[config.mk]
export PLATFORM = sky130hd
export DESIGN_NAME = sram_lsu_flat
export DESIGN_NICKNAME = d
export VERILOG_FILES = /design/src/rtl/sram_lsu_if.sv /design/src/rtl/sram_lsu.sv /design/src/flat_wrapper.sv
export SDC_FILE = /design/constraint.sdc
export NUM_CORES = 1
export LEC_CHECK = 0
export BUFFER_PORTS_ARGS = -buffer_cell sky130_fd_sc_hd__buf_2
export CAP_MARGIN = 20
export CELL_PAD_IN_SITES_DETAIL_PLACEMENT = 1
export CELL_PAD_IN_SITES_GLOBAL_PLACEMENT = 2
export CORE_ASPECT_RATIO = 0.8
export CORE_MARGIN = 3
export CORE_UTILIZATION = 26
export CTS_CLUSTER_DIAMETER = 100
export DETAILED_ROUTE_END_ITERATION = 16
export PLACE_DENSITY = 0.95
export SKIP_CTS_REPAIR_TIMING = 1
export SLEW_MARGIN = 20
export SYNTH_ARGS = -nofsm -noshare
export SYNTH_HDL_FRONTEND = slang
export SYNTH_SLANG_ARGS = --single-unit
[constraint.sdc]
create_clock -name i_clk -period 2.9 [get_ports i_clk]
set_input_delay 0.29 -clock i_clk [delete_from_list [all_inputs] [get_ports i_clk]]
set_output_delay 0.29 -clock i_clk [all_outputs]
set_load 0.1 [all_outputs]
[src/rtl/sram_lsu_if.sv]
// Bundle of core request/response handshake and SRAM initiator signals for sram_lsu.
// The slave modport is the LSU view; the master modport is the core/SRAM environment view.
interface sram_lsu_if #(
   parameter int ADDR_WIDTH = 10
) ();
   logic                  i_req_valid;
   logic                  o_req_ready;
   logic                  i_req_we;
   logic [2:0]            i_req_funct3;
   logic [31:0]           i_req_addr;
   logic [31:0]           i_req_wdata;
   logic                  o_rsp_valid;
   logic                  i_rsp_ready;
   logic [31:0]           o_rsp_rdata;
   logic                  o_rsp_err;
   logic [ADDR_WIDTH-1:0] o_sram_addr;
   logic [31:0]           o_sram_data;
   logic                  o_sram_cs;
   logic [31:0]           o_sram_we;
   logic [31:0]           i_sram_data;

   modport slave (
      input  i_req_valid, i_req_we, i_req_funct3, i_req_addr, i_req_wdata,
      input  i_rsp_ready, i_sram_data,
      output o_req_ready, o_rsp_valid, o_rsp_rdata, o_rsp_err,
      output o_sram_addr, o_sram_data, o_sram_cs, o_sram_we
   );

   modport master (
      output i_req_valid, i_req_we, i_req_funct3, i_req_addr, i_req_wdata,
      output i_rsp_ready, i_sram_data,
      input  o_req_ready, o_rsp_valid, o_rsp_rdata, o_rsp_err,
      input  o_sram_addr, o_sram_data, o_sram_cs, o_sram_we
   );
endinterface

[src/rtl/sram_lsu.sv]
// RISC-V byte/half/word load-store unit driving a single-port SRAM with bit-masked writes
// and a 1-cycle registered read; one request in flight, IDLE -> ACCESS -> RESP.
module sram_lsu #(
   parameter int ADDR_WIDTH = 10
) (
   input logic       i_clk,
   input logic       i_rst,
   sram_lsu_if.slave bus
);
   typedef enum logic [1:0] {
      ST_IDLE   = 2'd0,
      ST_ACCESS = 2'd1,
      ST_RESP   = 2'd2
   } state_t;

   state_t                state_r, state_nxt_s;
   logic                  we_r, err_r, cs_r;
   logic [2:0]            funct3_r;
   logic [1:0]            off_r;
   logic [ADDR_WIDTH-1:0] addr_r;
   logic [31:0]           data_r, mask_r;
   logic                  accept_s, funct3_bad_s, misalign_s, range_bad_s, req_err_s;
   logic [31:0]           st_mask_s, st_data_s, rdata_s;
   logic [7:0]            byte_s;
   logic [15:0]           half_s;

   assign accept_s = bus.i_req_valid && (state_r == ST_IDLE);

   // Request legality: funct3 per direction, natural alignment, address inside the SRAM.
   always_comb begin
      funct3_bad_s = 1'b0;
      if (bus.i_req_we) begin
         funct3_bad_s = (bus.i_req_funct3 >= 3'd3);
      end else begin
         funct3_bad_s = (bus.i_req_funct3 == 3'b011) || (bus.i_req_funct3[2:1] == 2'b11);
      end
      misalign_s  = ((bus.i_req_funct3[1:0] == 2'b01) && bus.i_req_addr[0]) ||
                    ((bus.i_req_funct3[1:0] == 2'b10) && (bus.i_req_addr[1:0] != 2'b00));
      range_bad_s = |bus.i_req_addr[31:ADDR_WIDTH+2];
      req_err_s   = funct3_bad_s || misalign_s || range_bad_s;
   end

   // Store lane mask and lane-replicated data so every lane carries the right bytes.
   always_comb begin
      st_mask_s = 32'h0000_0000;
      st_data_s = 32'h0000_0000;
      case (bus.i_req_funct3[1:0])
         2'b00: begin
            st_mask_s = 32'h0000_00FF << {bus.i_req_addr[1:0], 3'b000};
            st_data_s = {4{bus.i_req_wdata[7:0]}};
         end
         2'b01: begin
            if (bus.i_req_addr[1]) begin
               st_mask_s = 32'hFFFF_0000;
            end else begin
               st_mask_s = 32'h0000_FFFF;
            end
            st_data_s = {2{bus.i_req_wdata[15:0]}};
         end
         2'b10: begin
            st_mask_s = 32'hFFFF_FFFF;
            st_data_s = bus.i_req_wdata;
         end
         default: begin
            st_mask_s = 32'h0000_0000;
            st_data_s = 32'h0000_0000;
         end
      endcase
   end

   // Next-state logic.
   always_comb begin
      state_nxt_s = state_r;
      case (state_r)
         ST_IDLE: begin
            if (accept_s) begin
               state_nxt_s = req_err_s ? ST_RESP : ST_ACCESS;
            end else begin
               state_nxt_s = ST_IDLE;
            end
         end
         ST_ACCESS: state_nxt_s = ST_RESP;
         ST_RESP: begin
            if (bus.i_rsp_ready) begin
               state_nxt_s = ST_IDLE;
            end else begin
               state_nxt_s = ST_RESP;
            end
         end
         default: state_nxt_s = ST_IDLE;
      endcase
   end

   // State register, latched request fields and registered SRAM controls.
   always_ff @(posedge i_clk or posedge i_rst) begin
      if (i_rst) begin
         state_r  <= ST_IDLE;
         we_r     <= 1'b0;
         err_r    <= 1'b0;
         funct3_r <= 3'b000;
         off_r    <= 2'b00;
         cs_r     <= 1'b0;
         addr_r   <= '0;
         data_r   <= 32'h0000_0000;
         mask_r   <= 32'h0000_0000;
      end else begin
         state_r <= state_nxt_s;
         case (state_r)
            ST_IDLE: begin
               if (accept_s) begin
                  we_r     <= bus.i_req_we;
                  funct3_r <= bus.i_req_funct3;
                  off_r    <= bus.i_req_addr[1:0];
                  err_r    <= req_err_s;
                  if (!req_err_s) begin
                     cs_r   <= 1'b1;
                     addr_r <= bus.i_req_addr[ADDR_WIDTH+1:2];
                     data_r <= bus.i_req_we ? st_data_s : 32'h0000_0000;
                     mask_r <= bus.i_req_we ? st_mask_s : 32'h0000_0000;
                  end
               end
            end
            ST_ACCESS: begin
               cs_r   <= 1'b0;
               mask_r <= 32'h0000_0000;
            end
            default: ;
         endcase
      end
   end

   // Load alignment and extension from the read word, held stable while cs is low.
   always_comb begin
      case (off_r)
         2'd0:    byte_s = bus.i_sram_data[7:0];
         2'd1:    byte_s = bus.i_sram_data[15:8];
         2'd2:    byte_s = bus.i_sram_data[23:16];
         2'd3:    byte_s = bus.i_sram_data[31:24];
         default: byte_s = bus.i_sram_data[7:0];
      endcase
      if (off_r[1]) begin
         half_s = bus.i_sram_data[31:16];
      end else begin
         half_s = bus.i_sram_data[15:0];
      end
      rdata_s = 32'h0000_0000;
      if ((state_r == ST_RESP) && !we_r && !err_r) begin
         case (funct3_r)
            3'b000:  rdata_s = {{24{byte_s[7]}}, byte_s};
            3'b001:  rdata_s = {{16{half_s[15]}}, half_s};
            3'b010:  rdata_s = bus.i_sram_data;
            3'b100:  rdata_s = {24'h00_0000, byte_s};
            3'b101:  rdata_s = {16'h0000, half_s};
            default: rdata_s = 32'h0000_0000;
         endcase
      end else begin
         rdata_s = 32'h0000_0000;
      end
   end

   assign bus.o_req_ready = (state_r == ST_IDLE);
   assign bus.o_rsp_valid = (state_r == ST_RESP);
   assign bus.o_rsp_err   = (state_r == ST_RESP) && err_r;
   assign bus.o_rsp_rdata = rdata_s;
   assign bus.o_sram_cs   = cs_r;
   assign bus.o_sram_addr = addr_r;
   assign bus.o_sram_data = data_r;
   assign bus.o_sram_we   = mask_r;
endmodule

[src/flat_wrapper.sv]
// flat-port wrapper written by rule: the top's interface ports become plain ports
module sram_lsu_flat 
#(
   parameter int ADDR_WIDTH = 10
)
  (i_clk, i_rst, bus_i_req_valid, bus_i_req_we, bus_i_req_funct3, bus_i_req_addr, bus_i_req_wdata, bus_i_rsp_ready, bus_i_sram_data, bus_o_req_ready, bus_o_rsp_valid, bus_o_rsp_rdata, bus_o_rsp_err, bus_o_sram_addr, bus_o_sram_data, bus_o_sram_cs, bus_o_sram_we);
  sram_lsu_if #(.ADDR_WIDTH(ADDR_WIDTH)) bus_i ();
  input logic i_clk;
  input logic i_rst;
  input wire logic [$bits(bus_i.i_req_valid)-1:0] bus_i_req_valid;
  input wire logic [$bits(bus_i.i_req_we)-1:0] bus_i_req_we;
  input wire logic [$bits(bus_i.i_req_funct3)-1:0] bus_i_req_funct3;
  input wire logic [$bits(bus_i.i_req_addr)-1:0] bus_i_req_addr;
  input wire logic [$bits(bus_i.i_req_wdata)-1:0] bus_i_req_wdata;
  input wire logic [$bits(bus_i.i_rsp_ready)-1:0] bus_i_rsp_ready;
  input wire logic [$bits(bus_i.i_sram_data)-1:0] bus_i_sram_data;
  output wire logic [$bits(bus_i.o_req_ready)-1:0] bus_o_req_ready;
  output wire logic [$bits(bus_i.o_rsp_valid)-1:0] bus_o_rsp_valid;
  output wire logic [$bits(bus_i.o_rsp_rdata)-1:0] bus_o_rsp_rdata;
  output wire logic [$bits(bus_i.o_rsp_err)-1:0] bus_o_rsp_err;
  output wire logic [$bits(bus_i.o_sram_addr)-1:0] bus_o_sram_addr;
  output wire logic [$bits(bus_i.o_sram_data)-1:0] bus_o_sram_data;
  output wire logic [$bits(bus_i.o_sram_cs)-1:0] bus_o_sram_cs;
  output wire logic [$bits(bus_i.o_sram_we)-1:0] bus_o_sram_we;
  assign bus_i.i_req_valid = bus_i_req_valid;
  assign bus_i.i_req_we = bus_i_req_we;
  assign bus_i.i_req_funct3 = bus_i_req_funct3;
  assign bus_i.i_req_addr = bus_i_req_addr;
  assign bus_i.i_req_wdata = bus_i_req_wdata;
  assign bus_i.i_rsp_ready = bus_i_rsp_ready;
  assign bus_i.i_sram_data = bus_i_sram_data;
  assign bus_o_req_ready = bus_i.o_req_ready;
  assign bus_o_rsp_valid = bus_i.o_rsp_valid;
  assign bus_o_rsp_rdata = bus_i.o_rsp_rdata;
  assign bus_o_rsp_err = bus_i.o_rsp_err;
  assign bus_o_sram_addr = bus_i.o_sram_addr;
  assign bus_o_sram_data = bus_i.o_sram_data;
  assign bus_o_sram_cs = bus_i.o_sram_cs;
  assign bus_o_sram_we = bus_i.o_sram_we;
  sram_lsu #(.ADDR_WIDTH(ADDR_WIDTH)) u_core (.i_clk(i_clk), .i_rst(i_rst), .bus(bus_i));
endmodule
==> metrics <==
Crit-path slowest cell dfrtp_1; cell taking the most area after synthesis dfrtp_1; Lkg Pwr 2.64 nW; Worst-Margin Slew 782 ps; sequential fraction of the synthesis area 37.2%; #FFs+latches synth 56; Worst Hold Slack 20.1 ps; Combinational Power Share 33.7%; row count 38; post-route minimum period 2680 ps; Post-DP HPWL 11.9 mm; crit-path max cell delay 680 ps; Slew HR 47.8%; RSZ-0062 raised after global routing false; H-tree depth 2; I/O pin total 214; area grow syn2layout 52.8%; ANT cells 0; top cell type's share of synthesized area 37.2%; worst setup path start u_core.funct3_r[1]; Worst R2R Setup Slack 680 ps; CP Data Arrival Time 2390 ps; die width 141 um; Critical Path End Type output pin; worst setup margin 216 ps; first-pass detailed-route iteration total 4; GRT Util Overall 18.4%; CTS tree done; layout net count 691; clock network fraction of design power 28.5%; pins over their slew limit 0; Internal Pwr Total 1.38 mW; Peak VDD IR 194 uV; post-synth net total 517; WP buf/inv 1; worst-path maximum fanout 16; dominant cells by area after synthesis dfrtp_1, mux2i_1, mux2_2; vias in the first global route 4067; most common cell after layout, fill and taps aside buf_2; commonest cells after routing, fill and taps aside buf_2, dfrtp_1, nand2_1; sw power 0.859 mW; initial antenna violation count 3; clock sinks 56; final-report hold violation count 0; Starting Density 27.1%; first-pass GRT wire length 23.5 mm; Avg WL per Cell 19.3 um; outcome finished clean; Reg-to-Reg Start u_core.state_r[1]; WL final 14.9 mm; clk_lat worst skew 310 ps; Startpoint Class flip-flop; PortBufs 213; Reg power frac 37.7%; Tcrit/Tclk final 92.5%; share of cells above drive strength 1 50.5%; CTS clk-pin slew, worst paths 80 ps; critical path's top delay family simple AND/OR/NAND/NOR gates; CTS buffer count 5; Root Buffer Master clkbuf_16; switch share 38.3%; Avg Cell Area, Syn 9.12 um2; Synth Cell Area 3770 um2; final setup fails 0; critical path class reg -> out; total grt overflow 0; Cells after Synth 413; PwrDens 389 nW/um2; Max Cap Viol 0; core area 13900 um2; worst path required time 2610 ps; worst min-delay path category in -> async; DRC 0; deepest clock path buffer count 2; post-synth cell types 37; fmax 373 MHz; Iter 0 DRT Violations 117; Die Height 114 um; dpl ws 375 ps; final setup skew 9.14 ps; crit-path cells o21ai_0 -> nand3_4 -> or2_2 -> a21oi_2 -> buf_12; Syn. warnings 0; Detail Route Antenna Nets 0; largest net degree at the start of global routing 40; routability cong. 0.875; via density per instance 4.95; DIE AREA 16000 um2; DR vias 3800
[power by group through the flow]
stage / Combinational, mW / Clock, mW / Sequential, mW
floorplan: 0.536 / 0 / 0.838
global placement: 0.723 / 0 / 0.854
detailed placement: 0.751 / 0 / 0.859
CTS: 0.753 / 0.659 / 0.843
global route: 0.819 / 0.705 / 0.851
finish: 0.756 / 0.639 / 0.845
[registers in the layout (all words and copies together), names as in the netlist]
name	cells
u_core.bus.o_sram_addr	10
u_core.bus.o_sram_cs	1
u_core.state_r	2
u_core.bus.o_sram_we	4
u_core.off_r	2
u_core.we_r	1
u_core.bus.o_sram_data	32
u_core.funct3_r	3
u_core.err_r	1
[worst paths after layout]
| kind | endpoint | cells after the start |
|---|---|---|
| worst max-delay path | bus_o_rsp_rdata[20] | 5 |
| min in group i_clk | u_core.bus.o_sram_addr[0] | 2 |
| worst max register to register | u_core.bus.o_sram_data[12] | 5 |
| max in group asynchronous | u_core.bus.o_sram_cs | 3 |
| worst min register to register | u_core.we_r | 2 |
| worst min-delay path | u_core.bus.o_sram_data[2] | 2 |
[cell usage after synthesis]
cell type and n:
o21bai_1 2, or2_2 1, o41ai_2 1, o2bb2ai_1 10
nand3_2 1, nand3_1 1, nor2_1 34, mux2_1 7
buf_4 29, a22oi_1 8, a21oi_1 35, nand2b_1 3
mux2_2 21, dfrtp_1 56, nor2b_1 20, nor4b_2 1
nor4_1 6, a2bb2oi_1 17, inv_1 17, buf_2 2
o21ai_1 1, nor3b_2 2, nor3_1 1, a2111oi_0 7
buf_1 1, a21o_1 3, nor3_4 1, mux2i_1 37
a222oi_1 1, clkbuf_1 21, nand2_1 52, and2_1 3
nand4_1 1, o21ai_0 4, o21a_1 2, buf_6 3
mux4_2 1
[cells by family after synthesis]
logic type,share of synthesized area [%]
simple gates,16.2
compound gates,16.9
buf+inv,10.8
mux,18.8
flops,37.2
[layout make-up]
cell class,count,area (um2)
Timing Repair Buffer,223,1600
Clock buffer,5,125
Sequential cell,56,1400
Multi-Input combinational cell,284,2310
Clock inverter,3,22.5
Inverter,17,63.8
Fill cell,1619,8130
Tap cell,180,225
[worst reg2reg max path, cell delays in order, from the launching register on]
cell and delay (ps):
dfrtp_1 440, nor2_2 210, nand2_1 280, nor3_4 480
buf_12 300, mux2_1 390
[metrics by stage]
stage                     TNS [ps]  cell area, um2  instances  total power [mW]  util, %
after floorplan              -1670            4120        413              1.37        -
after global placement           0            5600        760              1.58     40.3
after detailed placement         0            5600        760              1.61     40.3
after CTS                        0            5750        768              2.26     41.4
after global routing             0            5750        768              2.38     41.4
final                            0            5750        768              2.24     41.4
[layer usage]
metal / share of wire [%] / GRT usage, %
met1: 42 / 23.9
met2: 47 / 30.4
met3: 9.1 / 6.20
met4: 0.96 / 3.29
met5: 0.28 / 0
Power figures use the tool's default switching activity.
